**config.mk**
```make
export PLATFORM = sky130hd
export DESIGN_NAME = superscalar_rob_flat
export DESIGN_NICKNAME = d
export VERILOG_FILES = /design/src/rtl/superscalar_rob_if.sv /design/src/rtl/superscalar_rob.sv /design/src/flat_wrapper.sv
export SDC_FILE = /design/constraint.sdc
export NUM_CORES = 2
export LEC_CHECK = 0
export CAP_MARGIN = 20
export CORE_ASPECT_RATIO = 1.2
export CORE_MARGIN = 5
export CORE_UTILIZATION = 30
export CTS_CLUSTER_SIZE = 24
export DETAILED_ROUTE_END_ITERATION = 8
export PLACE_DENSITY = 0.49
export SLEW_MARGIN = 0
export SYNTH_ARGS = -nofsm -noshare
export SYNTH_HDL_FRONTEND = slang
export SYNTH_SLANG_ARGS = --single-unit
```
**constraint.sdc**
```tcl
create_clock -name clk_i -period 14.8 [get_ports clk_i]
set_input_delay 2.96 -clock clk_i [delete_from_list [all_inputs] [get_ports clk_i]]
set_output_delay 2.96 -clock clk_i [all_outputs]
set_load 0.03 [all_outputs]
```
**src/rtl/superscalar_rob_if.sv**
```systemverilog
// Dispatch, result-bus and commit signals of the superscalar reorder buffer.
// The ROB owns the slave side; the front end / testbench owns the master side.
interface superscalar_rob_if #(
    parameter int DATA_WIDTH     = 32,
    parameter int PC_WIDTH       = 32,
    parameter int REG_ADDR_WIDTH = 5,
    parameter int ROB_SIZE       = 16,
    parameter int DISPATCH_WIDTH = 2,
    parameter int COMMIT_WIDTH   = 2,
    parameter int NUM_CDB        = 2
);
    localparam int TW = $clog2(ROB_SIZE);

    logic                                     flush_i;
    logic                                     mispredict_i;
    logic [TW-1:0]                            mispredict_tag_i;
    logic [DISPATCH_WIDTH-1:0]                dispatch_valid_i;
    logic [DISPATCH_WIDTH*PC_WIDTH-1:0]       dispatch_pc_i;
    logic [DISPATCH_WIDTH*REG_ADDR_WIDTH-1:0] dispatch_rd_addr_i;
    logic                                     dispatch_ready_o;
    logic [DISPATCH_WIDTH*TW-1:0]             dispatch_tag_o;
    logic [NUM_CDB-1:0]                       cdb_valid_i;
    logic [NUM_CDB*TW-1:0]                    cdb_tag_i;
    logic [NUM_CDB*DATA_WIDTH-1:0]            cdb_data_i;
    logic [NUM_CDB-1:0]                       cdb_exc_valid_i;
    logic [NUM_CDB*32-1:0]                    cdb_exc_cause_i;
    logic [COMMIT_WIDTH-1:0]                  commit_valid_o;
    logic [COMMIT_WIDTH*PC_WIDTH-1:0]         commit_pc_o;
    logic [COMMIT_WIDTH*REG_ADDR_WIDTH-1:0]   commit_rd_addr_o;
    logic [COMMIT_WIDTH*DATA_WIDTH-1:0]       commit_result_o;
    logic [COMMIT_WIDTH-1:0]                  commit_exc_valid_o;
    logic [COMMIT_WIDTH*32-1:0]               commit_exc_cause_o;
    logic                                     commit_ready_i;
    logic [TW:0]                              count_o;

    modport master (
        output flush_i, mispredict_i, mispredict_tag_i,
        output dispatch_valid_i, dispatch_pc_i, dispatch_rd_addr_i,
        input  dispatch_ready_o, dispatch_tag_o,
        output cdb_valid_i, cdb_tag_i, cdb_data_i, cdb_exc_valid_i, cdb_exc_cause_i,
        input  commit_valid_o, commit_pc_o, commit_rd_addr_o, commit_result_o,
        input  commit_exc_valid_o, commit_exc_cause_o,
        output commit_ready_i,
        input  count_o
    );

    modport slave (
        input  flush_i, mispredict_i, mispredict_tag_i,
        input  dispatch_valid_i, dispatch_pc_i, dispatch_rd_addr_i,
        output dispatch_ready_o, dispatch_tag_o,
        input  cdb_valid_i, cdb_tag_i, cdb_data_i, cdb_exc_valid_i, cdb_exc_cause_i,
        output commit_valid_o, commit_pc_o, commit_rd_addr_o, commit_result_o,
        output commit_exc_valid_o, commit_exc_cause_o,
        input  commit_ready_i,
        output count_o
    );
endinterface

```
**src/rtl/superscalar_rob.sv**
```systemverilog
// Circular reorder buffer: multi-lane in-order dispatch, out-of-order CDB
// completion, in-order multi-lane commit with precise exceptions and flush.
module superscalar_rob #(
    parameter int DATA_WIDTH     = 32,
    parameter int PC_WIDTH       = 32,
    parameter int REG_ADDR_WIDTH = 5,
    parameter int ROB_SIZE       = 16,
    parameter int DISPATCH_WIDTH = 2,
    parameter int COMMIT_WIDTH   = 2,
    parameter int NUM_CDB        = 2
) (
    input  logic               clk_i,
    input  logic               rst_ni,
    superscalar_rob_if.slave   rob
);
    localparam int TW = $clog2(ROB_SIZE);
    localparam logic [TW:0] SIZE = (TW+1)'(ROB_SIZE);
    localparam logic [TW:0] ONE  = (TW+1)'(1);
    localparam logic [TW:0] DWN  = (TW+1)'(DISPATCH_WIDTH);

    logic [ROB_SIZE-1:0]       r_busy, r_ready, r_exc_valid;
    logic [PC_WIDTH-1:0]       r_pc     [ROB_SIZE];
    logic [REG_ADDR_WIDTH-1:0] r_rd     [ROB_SIZE];
    logic [DATA_WIDTH-1:0]     r_result [ROB_SIZE];
    logic [31:0]               r_cause  [ROB_SIZE];
    logic [TW-1:0]             r_head, r_tail;
    logic [TW:0]               r_count;

    logic                      w_disp_ok;
    logic [DISPATCH_WIDTH-1:0] w_disp_en;
    logic [TW:0]               w_disp_n, w_ret_n, w_mp_count;
    logic [COMMIT_WIDTH-1:0]   w_cv;
    logic [TW-1:0]             w_age;
    logic [ROB_SIZE-1:0]       w_squash;

    assign rob.dispatch_ready_o = (SIZE - r_count) >= DWN;
    assign rob.count_o          = r_count;
    assign rob.commit_valid_o   = w_cv;
    assign w_disp_ok = rob.dispatch_ready_o && !rob.flush_i && !rob.mispredict_i;

    always_comb begin
        logic w_run;
        w_run     = 1'b1;
        w_disp_n  = '0;
        w_disp_en = '0;
        rob.dispatch_tag_o = '0;
        for (int unsigned k = 0; k < DISPATCH_WIDTH; k++) begin
            rob.dispatch_tag_o[k*TW +: TW] = r_tail + TW'(k);
            if (!rob.dispatch_valid_i[k]) w_run = 1'b0;
            w_disp_en[k] = w_disp_ok && w_run;
            if (w_disp_en[k]) w_disp_n = w_disp_n + ONE;
        end
    end

    // Commit stops after the first non-ready lane and after any excepting lane.
    always_comb begin
        logic          w_stop;
        logic [TW-1:0] w_idx;
        w_stop  = 1'b0;
        w_ret_n = '0;
        w_cv    = '0;
        rob.commit_pc_o        = '0;
        rob.commit_rd_addr_o   = '0;
        rob.commit_result_o    = '0;
        rob.commit_exc_valid_o = '0;
        rob.commit_exc_cause_o = '0;
        for (int unsigned i = 0; i < COMMIT_WIDTH; i++) begin
            w_idx = r_head + TW'(i);
            w_cv[i] = !w_stop && ((TW+1)'(i) < r_count) && r_ready[w_idx]
                      && (i == 0 || !r_exc_valid[w_idx]);
            if (!w_cv[i] || r_exc_valid[w_idx]) w_stop = 1'b1;
            if (w_cv[i] && rob.commit_ready_i) w_ret_n = w_ret_n + ONE;
            rob.commit_pc_o[i*PC_WIDTH +: PC_WIDTH]                 = r_pc[w_idx];
            rob.commit_rd_addr_o[i*REG_ADDR_WIDTH +: REG_ADDR_WIDTH] = r_rd[w_idx];
            rob.commit_result_o[i*DATA_WIDTH +: DATA_WIDTH]         = r_result[w_idx];
            rob.commit_exc_valid_o[i]                               = r_exc_valid[w_idx];
            rob.commit_exc_cause_o[i*32 +: 32]                      = r_cause[w_idx];
        end
    end

    always_comb begin
        w_age      = rob.mispredict_tag_i - r_head;
        w_mp_count = ({1'b0, w_age} < w_ret_n) ? '0 : {1'b0, w_age} + ONE - w_ret_n;
        for (int unsigned e = 0; e < ROB_SIZE; e++)
            w_squash[e] = (TW'(e) - r_head) > w_age;
    end

    always_ff @(posedge clk_i or negedge rst_ni) begin
        if (!rst_ni) begin
            r_head  <= '0;
            r_tail  <= '0;
            r_count <= '0;
            r_busy  <= '0;
            r_ready <= '0;
        end else if (rob.flush_i) begin
            r_head  <= '0;
            r_tail  <= '0;
            r_count <= '0;
            r_busy  <= '0;
            r_ready <= '0;
        end else begin
            for (int unsigned p = 0; p < NUM_CDB; p++)
                if (rob.cdb_valid_i[p] && r_busy[rob.cdb_tag_i[p*TW +: TW]])
                    r_ready[rob.cdb_tag_i[p*TW +: TW]] <= 1'b1;
            for (int unsigned k = 0; k < DISPATCH_WIDTH; k++)
                if (w_disp_en[k]) begin
                    r_busy[r_tail + TW'(k)]  <= 1'b1;
                    r_ready[r_tail + TW'(k)] <= 1'b0;
                end
            for (int unsigned i = 0; i < COMMIT_WIDTH; i++)
                if (w_cv[i] && rob.commit_ready_i) begin
                    r_busy[r_head + TW'(i)]  <= 1'b0;
                    r_ready[r_head + TW'(i)] <= 1'b0;
                end
            r_head <= r_head + w_ret_n[TW-1:0];
            if (rob.mispredict_i) begin
                for (int unsigned e = 0; e < ROB_SIZE; e++)
                    if (w_squash[e]) begin
                        r_busy[e]  <= 1'b0;
                        r_ready[e] <= 1'b0;
                    end
                r_tail  <= rob.mispredict_tag_i + TW'(1);
                r_count <= w_mp_count;
            end else begin
                r_tail  <= r_tail + w_disp_n[TW-1:0];
                r_count <= r_count + w_disp_n - w_ret_n;
            end
        end
    end

    // Payload needs no reset; ports are scanned high to low so port 0 wins a tag clash.
    always_ff @(posedge clk_i) begin
        for (int unsigned p = NUM_CDB; p > 0; p--)
            if (rob.cdb_valid_i[p-1] && r_busy[rob.cdb_tag_i[(p-1)*TW +: TW]]) begin
                r_result[rob.cdb_tag_i[(p-1)*TW +: TW]]    <= rob.cdb_data_i[(p-1)*DATA_WIDTH +: DATA_WIDTH];
                r_exc_valid[rob.cdb_tag_i[(p-1)*TW +: TW]] <= rob.cdb_exc_valid_i[p-1];
                r_cause[rob.cdb_tag_i[(p-1)*TW +: TW]]     <= rob.cdb_exc_cause_i[(p-1)*32 +: 32];
            end
        for (int unsigned k = 0; k < DISPATCH_WIDTH; k++)
            if (w_disp_en[k]) begin
                r_pc[r_tail + TW'(k)]        <= rob.dispatch_pc_i[k*PC_WIDTH +: PC_WIDTH];
                r_rd[r_tail + TW'(k)]        <= rob.dispatch_rd_addr_i[k*REG_ADDR_WIDTH +: REG_ADDR_WIDTH];
                r_exc_valid[r_tail + TW'(k)] <= 1'b0;
            end
    end
endmodule

```
**src/flat_wrapper.sv**
```systemverilog
// flat-port wrapper written by rule: the top's interface ports become plain ports
module superscalar_rob_flat 
#(
    parameter int DATA_WIDTH     = 32,
    parameter int PC_WIDTH       = 32,
    parameter int REG_ADDR_WIDTH = 5,
    parameter int ROB_SIZE       = 16,
    parameter int DISPATCH_WIDTH = 2,
    parameter int COMMIT_WIDTH   = 2,
    parameter int NUM_CDB        = 2
)
  (clk_i, rst_ni, rob_flush_i, rob_mispredict_i, rob_mispredict_tag_i, rob_dispatch_valid_i, rob_dispatch_pc_i, rob_dispatch_rd_addr_i, rob_dispatch_ready_o, rob_dispatch_tag_o, rob_cdb_valid_i, rob_cdb_tag_i, rob_cdb_data_i, rob_cdb_exc_valid_i, rob_cdb_exc_cause_i, rob_commit_valid_o, rob_commit_pc_o, rob_commit_rd_addr_o, rob_commit_result_o, rob_commit_exc_valid_o, rob_commit_exc_cause_o, rob_commit_ready_i, rob_count_o);
  superscalar_rob_if #(.DATA_WIDTH(DATA_WIDTH), .PC_WIDTH(PC_WIDTH), .REG_ADDR_WIDTH(REG_ADDR_WIDTH), .ROB_SIZE(ROB_SIZE), .DISPATCH_WIDTH(DISPATCH_WIDTH), .COMMIT_WIDTH(COMMIT_WIDTH), .NUM_CDB(NUM_CDB)) rob_i ();
  input  logic clk_i;
  input  logic rst_ni;
  input wire logic [$bits(rob_i.flush_i)-1:0] rob_flush_i;
  input wire logic [$bits(rob_i.mispredict_i)-1:0] rob_mispredict_i;
  input wire logic [$bits(rob_i.mispredict_tag_i)-1:0] rob_mispredict_tag_i;
  input wire logic [$bits(rob_i.dispatch_valid_i)-1:0] rob_dispatch_valid_i;
  input wire logic [$bits(rob_i.dispatch_pc_i)-1:0] rob_dispatch_pc_i;
  input wire logic [$bits(rob_i.dispatch_rd_addr_i)-1:0] rob_dispatch_rd_addr_i;
  output wire logic [$bits(rob_i.dispatch_ready_o)-1:0] rob_dispatch_ready_o;
  output wire logic [$bits(rob_i.dispatch_tag_o)-1:0] rob_dispatch_tag_o;
  input wire logic [$bits(rob_i.cdb_valid_i)-1:0] rob_cdb_valid_i;
  input wire logic [$bits(rob_i.cdb_tag_i)-1:0] rob_cdb_tag_i;
  input wire logic [$bits(rob_i.cdb_data_i)-1:0] rob_cdb_data_i;
  input wire logic [$bits(rob_i.cdb_exc_valid_i)-1:0] rob_cdb_exc_valid_i;
  input wire logic [$bits(rob_i.cdb_exc_cause_i)-1:0] rob_cdb_exc_cause_i;
  output wire logic [$bits(rob_i.commit_valid_o)-1:0] rob_commit_valid_o;
  output wire logic [$bits(rob_i.commit_pc_o)-1:0] rob_commit_pc_o;
  output wire logic [$bits(rob_i.commit_rd_addr_o)-1:0] rob_commit_rd_addr_o;
  output wire logic [$bits(rob_i.commit_result_o)-1:0] rob_commit_result_o;
  output wire logic [$bits(rob_i.commit_exc_valid_o)-1:0] rob_commit_exc_valid_o;
  output wire logic [$bits(rob_i.commit_exc_cause_o)-1:0] rob_commit_exc_cause_o;
  input wire logic [$bits(rob_i.commit_ready_i)-1:0] rob_commit_ready_i;
  output wire logic [$bits(rob_i.count_o)-1:0] rob_count_o;
  assign rob_i.flush_i = rob_flush_i;
  assign rob_i.mispredict_i = rob_mispredict_i;
  assign rob_i.mispredict_tag_i = rob_mispredict_tag_i;
  assign rob_i.dispatch_valid_i = rob_dispatch_valid_i;
  assign rob_i.dispatch_pc_i = rob_dispatch_pc_i;
  assign rob_i.dispatch_rd_addr_i = rob_dispatch_rd_addr_i;
  assign rob_dispatch_ready_o = rob_i.dispatch_ready_o;
  assign rob_dispatch_tag_o = rob_i.dispatch_tag_o;
  assign rob_i.cdb_valid_i = rob_cdb_valid_i;
  assign rob_i.cdb_tag_i = rob_cdb_tag_i;
  assign rob_i.cdb_data_i = rob_cdb_data_i;
  assign rob_i.cdb_exc_valid_i = rob_cdb_exc_valid_i;
  assign rob_i.cdb_exc_cause_i = rob_cdb_exc_cause_i;
  assign rob_commit_valid_o = rob_i.commit_valid_o;
  assign rob_commit_pc_o = rob_i.commit_pc_o;
  assign rob_commit_rd_addr_o = rob_i.commit_rd_addr_o;
  assign rob_commit_result_o = rob_i.commit_result_o;
  assign rob_commit_exc_valid_o = rob_i.commit_exc_valid_o;
  assign rob_commit_exc_cause_o = rob_i.commit_exc_cause_o;
  assign rob_i.commit_ready_i = rob_commit_ready_i;
  assign rob_count_o = rob_i.count_o;
  superscalar_rob #(.DATA_WIDTH(DATA_WIDTH), .PC_WIDTH(PC_WIDTH), .REG_ADDR_WIDTH(REG_ADDR_WIDTH), .ROB_SIZE(ROB_SIZE), .DISPATCH_WIDTH(DISPATCH_WIDTH), .COMMIT_WIDTH(COMMIT_WIDTH), .NUM_CDB(NUM_CDB)) u_core (.clk_i(clk_i), .rst_ni(rst_ni), .rob(rob_i));
endmodule
```
# ---- After elaboration in Yosys (flattened, before gate mapping)
# Memories as Yosys holds them, arrays and structs flattened.
# Cells that the tools add are included.
dict set report word_totals {
  mem_bits_ro 0
  output_inout_bits 220
  n_memories 4
  ram_bits 1616
  elab_cells 216
  latchBits 0
  in_bits 225
  register_bits 61
}
dict set report classes {
  reduce_logical 24
  n_eq_ne 0
  n_mul 0
  n_div 0
  n_shift 0
  addsub 29
  magnitude_cmp 32
  bitwise 16
  mux 105
}
# name words width rd rd_clocked_by_memory_dff write_ports line
set mem_list {}
lappend mem_list {u_core.r_cause 16 32 2 0 2 superscalar_rob.sv:25} ;# logic [31:0] r_cause [ROB_SIZE];
lappend mem_list {u_core.r_pc 16 32 2 0 2 superscalar_rob.sv:22} ;# logic [PC_WIDTH-1:0] r_pc [ROB_SIZE];
lappend mem_list {u_core.r_result 16 32 2 0 2 superscalar_rob.sv:24} ;# logic [DATA_WIDTH-1:0] r_result [ROB_SIZE];
lappend mem_list {u_core.r_rd 16 5 2 0 2 superscalar_rob.sv:23} ;# logic [REG_ADDR_WIDTH-1:0] r_rd [ROB_SIZE];
# cell count
set ops {}
lappend ops {{$mux W16} 26}
lappend ops {{$and A16 B16 Y16} 8}
lappend ops {{$gt A4 B4 Y1} 16}
lappend ops {{$not A16 Y16} 4}
lappend ops {{$or A16 B16 Y16} 4}
lappend ops {{$mux W1} 57}
lappend ops {{$bwmux W16} 2}
lappend ops {{$sub A4 B4 Y4 const A} 8}
lappend ops {{$lt A4 B5 Y1 const B} 6}
lappend ops {{$mux W5} 5}
lappend ops {{$bmux W1 S4} 6}
lappend ops {{$demux W1 S4} 6}
lappend ops {{$ge A4 B1 Y1 const B} 6}
lappend ops {{$logic_and A1 B1 Y1} 18}
lappend ops {{$sub A3 B4 Y4 const A} 4}
lappend ops {{$add A4 B1 Y4 const B} 3}
lappend ops {{$mux W4} 3}
lappend ops {{$lt A1 B5 Y1 const A} 2}
lappend ops {{$sub A5 B5 Y5} 2}
lappend ops {{$add A4 B4 Y4} 2}
lappend ops {{$sub A1 B4 Y4 const A} 2}
lappend ops {{$sub A2 B4 Y4 const A} 2}
lappend ops {{$add A4 B1 Y5 const B} 1}
lappend ops {{$add A5 B5 Y5} 1}
lappend ops {{7 further kinds} 12}

# ---- Logic depth before layout (Yosys ltp)
dict set report depth {
  ltp_word 24
  depth_mapped 24
  ltp_nobuf 19
}

# ---- Worst setup path before layout
# No wires, ideal clock.
dict set report synth_timing {
  path_type {input port to flip-flop}
  startpoint {in rob_cdb_tag_i[4]}
  endpoint {reg u_core.r_ready[12]}
  arrival_time_ns 9.182
  n_path_buf 2
  cell_stages 6
  required_ns 14.694
  setup_time_ns 0.106
  path_slack_ns 5.512
  cell_sequence {buf_2 > or3b_2 > clkbuf_1 > o21ai_0 > o221ai_1 > nor3_1}
}
dict set report synth_via {
  elab_chain_cells 21
  word_cells_on_any_way 25
  classes_between {order compare: 2; mux: 16; bitwise: 5; reduce/logical: 2}
}
# item line
set synth_lines {}
lappend synth_lines {{start: declaration} flat_wrapper.sv:25} ;# input wire logic [$bits(rob_i.cdb_tag_i)-1:0] rob_cdb_tag_i;
lappend synth_lines {{$lt A4 B5 Y1 (not written as such) / $ge A4 B1 Y1 (equally long branches)} superscalar_rob.sv:104} ;# r_ready[rob.cdb_tag_i[p*TW +: TW]] <= 1'b1;
lappend synth_lines {{$logic_and A1 B1 Y1 (not written as such)} superscalar_rob.sv:104}
lappend synth_lines {{$mux W1 (not written as such)} superscalar_rob.sv:104}
lappend synth_lines {{$demux W1 S4} n/a}
lappend synth_lines {{$or A16 B16 Y16 (no source line)} n/a}
lappend synth_lines {{$mux W16 *} superscalar_rob.sv:103} ;# if (rob.cdb_valid_i[p] && r_busy[rob.cdb_tag_i[p*TW +: TW]])
lappend synth_lines {{$mux W16 *} superscalar_rob.sv:95} ;# end else if (rob.flush_i) begin
lappend synth_lines {{$and A16 B16 Y16 (no source line)} n/a}
lappend synth_lines {{[5 not listed]} n/a}
lappend synth_lines {{$and A16 B16 Y16 (no source line)} n/a}
lappend synth_lines {{$mux W16 *} superscalar_rob.sv:111} ;# if (w_cv[i] && rob.commit_ready_i) begin
lappend synth_lines {{$mux W16 *} superscalar_rob.sv:95}
lappend synth_lines {{$and A16 B16 Y16 (no source line)} n/a}
lappend synth_lines {{$mux W16 *} superscalar_rob.sv:111}
lappend synth_lines {{$mux W1} superscalar_rob.sv:118} ;# if (w_squash[e]) begin
lappend synth_lines {{$mux W16 *} superscalar_rob.sv:116} ;# if (rob.mispredict_i) begin
lappend synth_lines {{$mux W16 *} superscalar_rob.sv:95}
lappend synth_lines {{end signal: assignment} superscalar_rob.sv:94} ;# r_ready <= '0;
lappend synth_lines {{end signal: indexed assignment} superscalar_rob.sv:113} ;# r_ready[r_head + TW'(i)] <= 1'b0;
lappend synth_lines {{end signal: indexed assignment} superscalar_rob.sv:120} ;# r_ready[e] <= 1'b0;
lappend synth_lines {{end: declaration} superscalar_rob.sv:21} ;# logic [ROB_SIZE-1:0] r_busy, r_ready, r_exc_valid;
# Mark *: on every way between the ends. The rest lies on a longest branch, timed or not. The select of a mux whose other input is x is not followed.

# ---- Final worst setup path
dict set report layout_timing {
  startpoint {reg u_core.r_head[1]}
  endpoint {out rob_commit_rd_addr_o[9]}
}
dict set report layout_via {
  elab_chain_cells 2
}
# item line
set layout_lines {}
lappend layout_lines {{start: declaration} superscalar_rob.sv:26} ;# logic [TW-1:0] r_head, r_tail;
lappend layout_lines {{start signal: assignment} superscalar_rob.sv:115} ;# r_head <= r_head + w_ret_n[TW-1:0];
lappend layout_lines {{$add A4 B1 Y4} superscalar_rob.sv:68} ;# w_idx = r_head + TW'(i);
lappend layout_lines {{$mem_v2 Z16 W5} n/a}
lappend layout_lines {{end: declaration} flat_wrapper.sv:31} ;# output wire logic [$bits(rob_i.commit_rd_addr_o)-1:0] rob_commit_rd_addr_o;
# Every way passes these cells.

==> flow_summary_export.csv <==
group,metric,value,unit
run_status,outcome,"finished, final reports clean",
power,ir_worst_vdd,0.0906,mV
clock_tree,cts_tree,"done",
sta,setup_viol,0,
logic_synthesis,synth_area_leaders,"edfxtp_1 49%, mux4_2 21%, mux2_2 18%",
floorplanning,design.portCount,445,
final_layout,final_cell_count_no_fill,10871,
power,p_per_area,94.4,nW/um^2
logic_synthesis,async_flop_share,2.68,%
logic_synthesis,avgSynthCellArea,16.2,um^2
floorplanning,num_rows,231,
routing,drt_wl_total,387,mm
final_layout,final_common_cell,"edfxtp_1",
global_routing,grt_pass1_vias,64941,
setup_path,max_stage_delay,1.08,ns
routing,wl_met3,29.9,mm
routing,ant_nets,0,
routing,dr.max_layer_used,"met5",
setup_path,crit_path_start_kind,"flip-flop",
sta,fin_crit_sh,68.7,%
placed_design,place_congestion,0.791,
setup_path,rr_worst_depth,19,
sta,skew,0.0667,ns
clock_tree,cts_setup_buffers,0,
placed_design,dp_cells,10477,
power,power_leakage,35.9,nW
clock_tree,clk_pin_slew,0.06,ns
routing,wl_per_cell,35.6,um
final_layout,mostFrequentLayoutCells,"1616 x edfxtp_1, 1605 x mux2_2, 930 x mux4_2, 443 x clkdlybuf4s50_1, 433 x nand2_1",
floorplanning,start_util,30.1,%
setup_path,worst_path_most_repeated_cell,"buf_4",
setup_path,cp_slowest_cell,"ha_4",
routing,firstDrtPassIters,7,
flow_run,maxCapViolCount,0,
setup_path,critPathArrivalTime,7.21,ns
clock_tree,clockRootBuffer,"clkbuf_16",
routing,wl_met1,160,mm
floorplanning,core_area,330000,um^2
routing,drc_errors,0,
logic_synthesis,synthesis.nets,6443,
logic_synthesis,synth_seq_cells,1677,
sta,setup_tns,0,ns
sta,finalCriticalPeriod,10.17,ns
final_layout,multi_input_area,46600,um^2
setup_path,worstPathMaxFanout,57,
sta,slew_viol_final,0,
final_layout,fill_cells,31713,
final_layout,final_layout_size_suffix_gt1_share,47.5,%
logic_synthesis,synth-seq-area-share,50.3,%
setup_path,criticalPathCategory,"reg -> out",
clock_tree,clkLatencyLatePin,0.90,ns
sta,worst_pin_slew,1.26,ns
logic_synthesis,synth_area_leader_cell,"edfxtp_1",
sta,rsz0062_at_grt,"no",
global_routing,grt_antenna_before_repair,95,
placed_design,dpl.hpwl,213,mm
clock_tree,numCtsBuffers,199,
final_layout,syn_to_final_growth,15.1,%
global_routing,grt_pass1_wl,534,mm
routing,vias,62786,
sta,hold_viol_final,0,
placed_design,port_buffers,444,
logic_synthesis,synthCells,6137,
global_routing,gr-total-overflow,0,
clock_tree,clock_path_buffers,4,
global_routing,grt.total_usage,21.9,%
logic_synthesis,synthDominantCellAreaShare,48.8,%
logic_synthesis,synth_ff_type,"edfxtp_1",
final_layout,register_area,50000,um^2
routing,via_per_inst,5.78,
floorplanning,dieArea,343000,um^2
logic_synthesis,netlist_area,99400,um^2
final_layout,nets,6559,
routing,drt_iter0_markers,6366,
floorplanning,die_x,535,um
logic_synthesis,yosysUniqueCellTypes,78,
clock_tree,cts_hold_buf,0,
clock_tree,h-tree-depth,4,
setup_path,cp_cell_sequence,"inv_1, ha_4, buf_4, buf_4, mux4_2, nand2_1, and3_1, a31oi_1, clkdlybuf4s50_1",
logic_synthesis,synth-edff-count,1616,
worst_hold_path,min_path_cells,1,
routing,met2_length,184,mm
sta,slew_headroom,15.8,%
sta,max_freq,0.0983,GHz
setup_path,cp-end-kind,"output pin",
setup_path,crit_required,11.84,ns
clock_tree,clock_sinks,1677,
floorplanning,die_h,640,um
clock_tree,post_cts_resized,0,
global_routing,grt_start_max_net_pins,142,
logic_synthesis,ys_warn_count,0,
worst_hold_path,hp-class,"reg -> reg",
[routing by layer]
layer  vias to the layer above  GRT usage (%)
met1                     34197           29.3
met5                         -              0
met3                       656           4.67
met4                        70           6.71
li1                      25247              -
met2                      2616           35.9
[power breakdown]
part | internal, mW | switching, mW
logic | 0.305 | 0.343
clock network | 2.80 | 2.11
registers | 5.23 | 0.0165
[cell type report]
type | count | share of cell area [%]
diodes | 35 | 0.0765
clock buffers | 264 | 4.69
clock inverters | 93 | 0.772
inverters | 67 | 0.238
multi-input cells | 3715 | 40.7
flip-flops and latches | 1677 | 43.7
well taps | 4427 | 4.84
repair buffers | 593 | 4.97
[flip-flops by register name, summed over array words and instances (netlist names)]
signal and flops:
u_core.r_ready 16, u_core.r_exc_valid 16, u_core.r_cause 512, u_core.r_busy 16
u_core.r_rd 80, u_core.r_tail 4, u_core.r_pc 512, u_core.r_head 4
u_core.r_result 512, u_core.rob.count_o 5
[synthesized netlist by cell type (all sizes together), types with 16 or more instances]
library cell  number
nor4              16
nand3             17
clkbuf           286
a31oi            111
nor3              33
dfxtp             16
inv               65
xnor2             17
edfxtp          1616
and3             105
o21ai             32
buf              392
mux4             930
dfrtp             45
nor2              67
mux2i             24
mux2            1616
a211oi            26
a21oi             22
nand2            452
ha                76
[worst paths after layout]
check | startpoint | end | slack, ns
max | u_core.r_head[1] | rob_commit_rd_addr_o[9] | 4.63
min | u_core.r_busy[4] | u_core.r_busy[4] | 0.56
max reg2reg | u_core.r_head[1] | u_core.rob.count_o[4] | 8.10
min reg2reg | u_core.r_busy[4] | u_core.r_busy[4] | 0.56
max in group asynchronous | rst_ni | u_core.r_head[0] | 12.03
min in group asynchronous | rst_ni | u_core.rob.count_o[3] | 2.22
[kinds of logic (layout without fill, tap and decap cells)]
group / after synthesis / after routing / synth area share [%]
AOI/OAI and AO/OA: 275 / 275 / 1.88
xor gates and xnor gates: 28 / 28 / 0.247
adders and majority gates: 81 / 81 / 1.06
buffers and inverters: 745 / 1017 / 3.35
DFF: 1677 / 1677 / 50.3
muxes: 2570 / 2570 / 39.7
other: 0 / 35 / 0
and+or+nand+nor: 761 / 761 / 3.52
[per-stage QoR]
stage          util, %  total power, mW  hold slack [ns]  worst slack [ns]  instance area (um^2)
2_1_floorplan        -             5.73            0.506              5.51                 99400
3_3_place_gp      32.7             5.97            0.531              5.26                108000
3_5_place_dp      32.7             5.99            0.535              5.24                108000
4_1_cts           34.6             10.9            0.554              4.30                114000
5_1_grt           34.6             11.1            0.569              4.18                114000
6_report          34.7             10.8            0.557              4.63                114000
[worst max-delay path, delay by kind of cell, from the launching register on]
| kind | cells | cell delay (ns) |
|---|---|---|
| AND/OR/NAND/NOR | 2 | 0.28 |
| buffers and inverters | 4 | 3.27 |
| flip-flops | 1 | 0.92 |
| AO/OA/AOI/OAI | 1 | 0.35 |
| adder cells (fa/ha/maj) | 1 | 1.08 |
| multiplexers | 1 | 0.38 |
(Power assumes the default switching activity.)
==> patch (same flow settings) <==
`NUM_CDB` is set to 2 in 3 places; all go to 1.
--- a/src/rtl/superscalar_rob_if.sv
+++ b/src/rtl/superscalar_rob_if.sv
@@ -7,7 +7,7 @@
     parameter int ROB_SIZE       = 16,
     parameter int DISPATCH_WIDTH = 2,
     parameter int COMMIT_WIDTH   = 2,
-    parameter int NUM_CDB        = 2
+    parameter int NUM_CDB        = 1
 );
     localparam int TW = $clog2(ROB_SIZE);
 
--- a/src/rtl/superscalar_rob.sv
+++ b/src/rtl/superscalar_rob.sv
@@ -7,7 +7,7 @@
     parameter int ROB_SIZE       = 16,
     parameter int DISPATCH_WIDTH = 2,
     parameter int COMMIT_WIDTH   = 2,
-    parameter int NUM_CDB        = 2
+    parameter int NUM_CDB        = 1
 ) (
     input  logic               clk_i,
     input  logic               rst_ni,
--- a/src/flat_wrapper.sv
+++ b/src/flat_wrapper.sv
@@ -7,7 +7,7 @@
     parameter int ROB_SIZE       = 16,
     parameter int DISPATCH_WIDTH = 2,
     parameter int COMMIT_WIDTH   = 2,
-    parameter int NUM_CDB        = 2
+    parameter int NUM_CDB        = 1
 )
   (clk_i, rst_ni, rob_flush_i, rob_mispredict_i, rob_mispredict_tag_i, rob_dispatch_valid_i, rob_dispatch_pc_i, rob_dispatch_rd_addr_i, rob_dispatch_ready_o, rob_dispatch_tag_o, rob_cdb_valid_i, rob_cdb_tag_i, rob_cdb_data_i, rob_cdb_exc_valid_i, rob_cdb_exc_cause_i, rob_commit_valid_o, rob_commit_pc_o, rob_commit_rd_addr_o, rob_commit_result_o, rob_commit_exc_valid_o, rob_commit_exc_cause_o, rob_commit_ready_i, rob_count_o);
   superscalar_rob_if #(.DATA_WIDTH(DATA_WIDTH), .PC_WIDTH(PC_WIDTH), .REG_ADDR_WIDTH(REG_ADDR_WIDTH), .ROB_SIZE(ROB_SIZE), .DISPATCH_WIDTH(DISPATCH_WIDTH), .COMMIT_WIDTH(COMMIT_WIDTH), .NUM_CDB(NUM_CDB)) rob_i ();
Ports: changed (5 resized); port bits go from 445 to 375. No check against the original RTL was run, so the function may have changed too.
==> patch against the unedited design <==
Synthesized cell count down 28%. Critical path depth shrank 2. Area after synthesis shrank 14%. Sequential power about the same. Clock power down 4.1%. Via count is 23% lower. Cell area decreased by 13%. Sequential cell count unchanged. Wire length shrank 26%. Worst hold slack worse by 0.033 ns. Power decreased by 3.9%. Cell count is 21% lower. Setup slack better by 0.28 ns. Non-clock buffer count down 103. Critical endpoint is now rob_commit_exc_cause_o[0].
==> patch: results (changes against the unedited design) <==
| Metric | Value |
|---|---|
| Signal buffers share of area | `4.73% (was 4.97%)` |
| Nets@finish | `4,925 (was 6,559)` |
| Clock latency on the worst-skew pair | `0.88 ns (was 0.90 ns)` |
| Hold EP | `u_core.r_exc_valid[4]$_DFF_P_ (was u_core.r_busy[4]$_DFF_PN0_)` |
| R2r setup slk | `7.82 ns (was 8.10 ns)` |
| Hold Crit Depth | `2 (was 1)` |
| Seq area share | `50.1% (was 43.7%)` |
| Hpwl dp | `157 mm (was 213 mm)` |
| Share of layout cells above drive strength 1 | `41.2% (was 47.5%)` |
| Final Instance Area | `99,700 sq um (was 114,000 sq um)` |
| Area of the multi-input gates | `34,000 sq um (was 46,600 sq um)` |
| Switching Power | `2.27 mW (was 2.47 mW)` |
| Met1 usage | `24.0% (was 29.3%)` |
| Global Route met3 Usage | `3.56% (was 4.67%)` |
| Multi-input gates | `2,268 (was 3,715)` |
| GPL Wtd Cong | `0.791 (about the same)` |
| Invs w/o clock | `54 (was 67)` |
| Unique cell type count in the Yosys netlist | `76 (was 78)` |
| Pin count of the biggest net entering global routing | `131 (was 142)` |
| Outcome | `finished, final reports clean (unchanged)` |
| Num CTS Buffers | `197 (was 199)` |
| 1st-iter DRT viols | `4,102 (was 6,366)` |
| Worst Hold Slack | `0.523 ns (was 0.557 ns)` |
| Dpl cells | `8,268 (was 10,500)` |
| Input/output buffers | `374 (was 444)` |
==> patch: layer usage <==
layer | share of wire (%) | wire [um] | up-vias
li1 | - | - | 19400
met1 | 40 | 115000 | 26600
met2 | 51 | 146000 | 1528
met3 | 5.7 | 16300 | 422
met4 | 2.5 | 7210 | 44
met5 | 0.092 | 262 | -
==> patch: cell families (layout without fill, tap and decap cells) <==
family | Yosys count | in the layout | synth area share (%)
mux | 1565 | 1565 | 34.1
simple gates | 433 | 433 | 2.32
fa+ha+maj | 82 | 82 | 1.25
xor+xnor | 28 | 28 | 0.296
other cells | 0 | 19 | 0
buf+inv | 451 | 886 | 2.14
flops | 1677 | 1677 | 58.5
compound gates | 160 | 160 | 1.39
==> patch: critical path: stages, from the launching register on <==
cell	delay, ns
dfrtp_4	0.99
buf_4	0.85
buf_4	0.75
buf_4	0.81
buf_4	0.76
mux4_2	0.60
mux4_2	0.55
clkdlybuf4s50_1	0.63
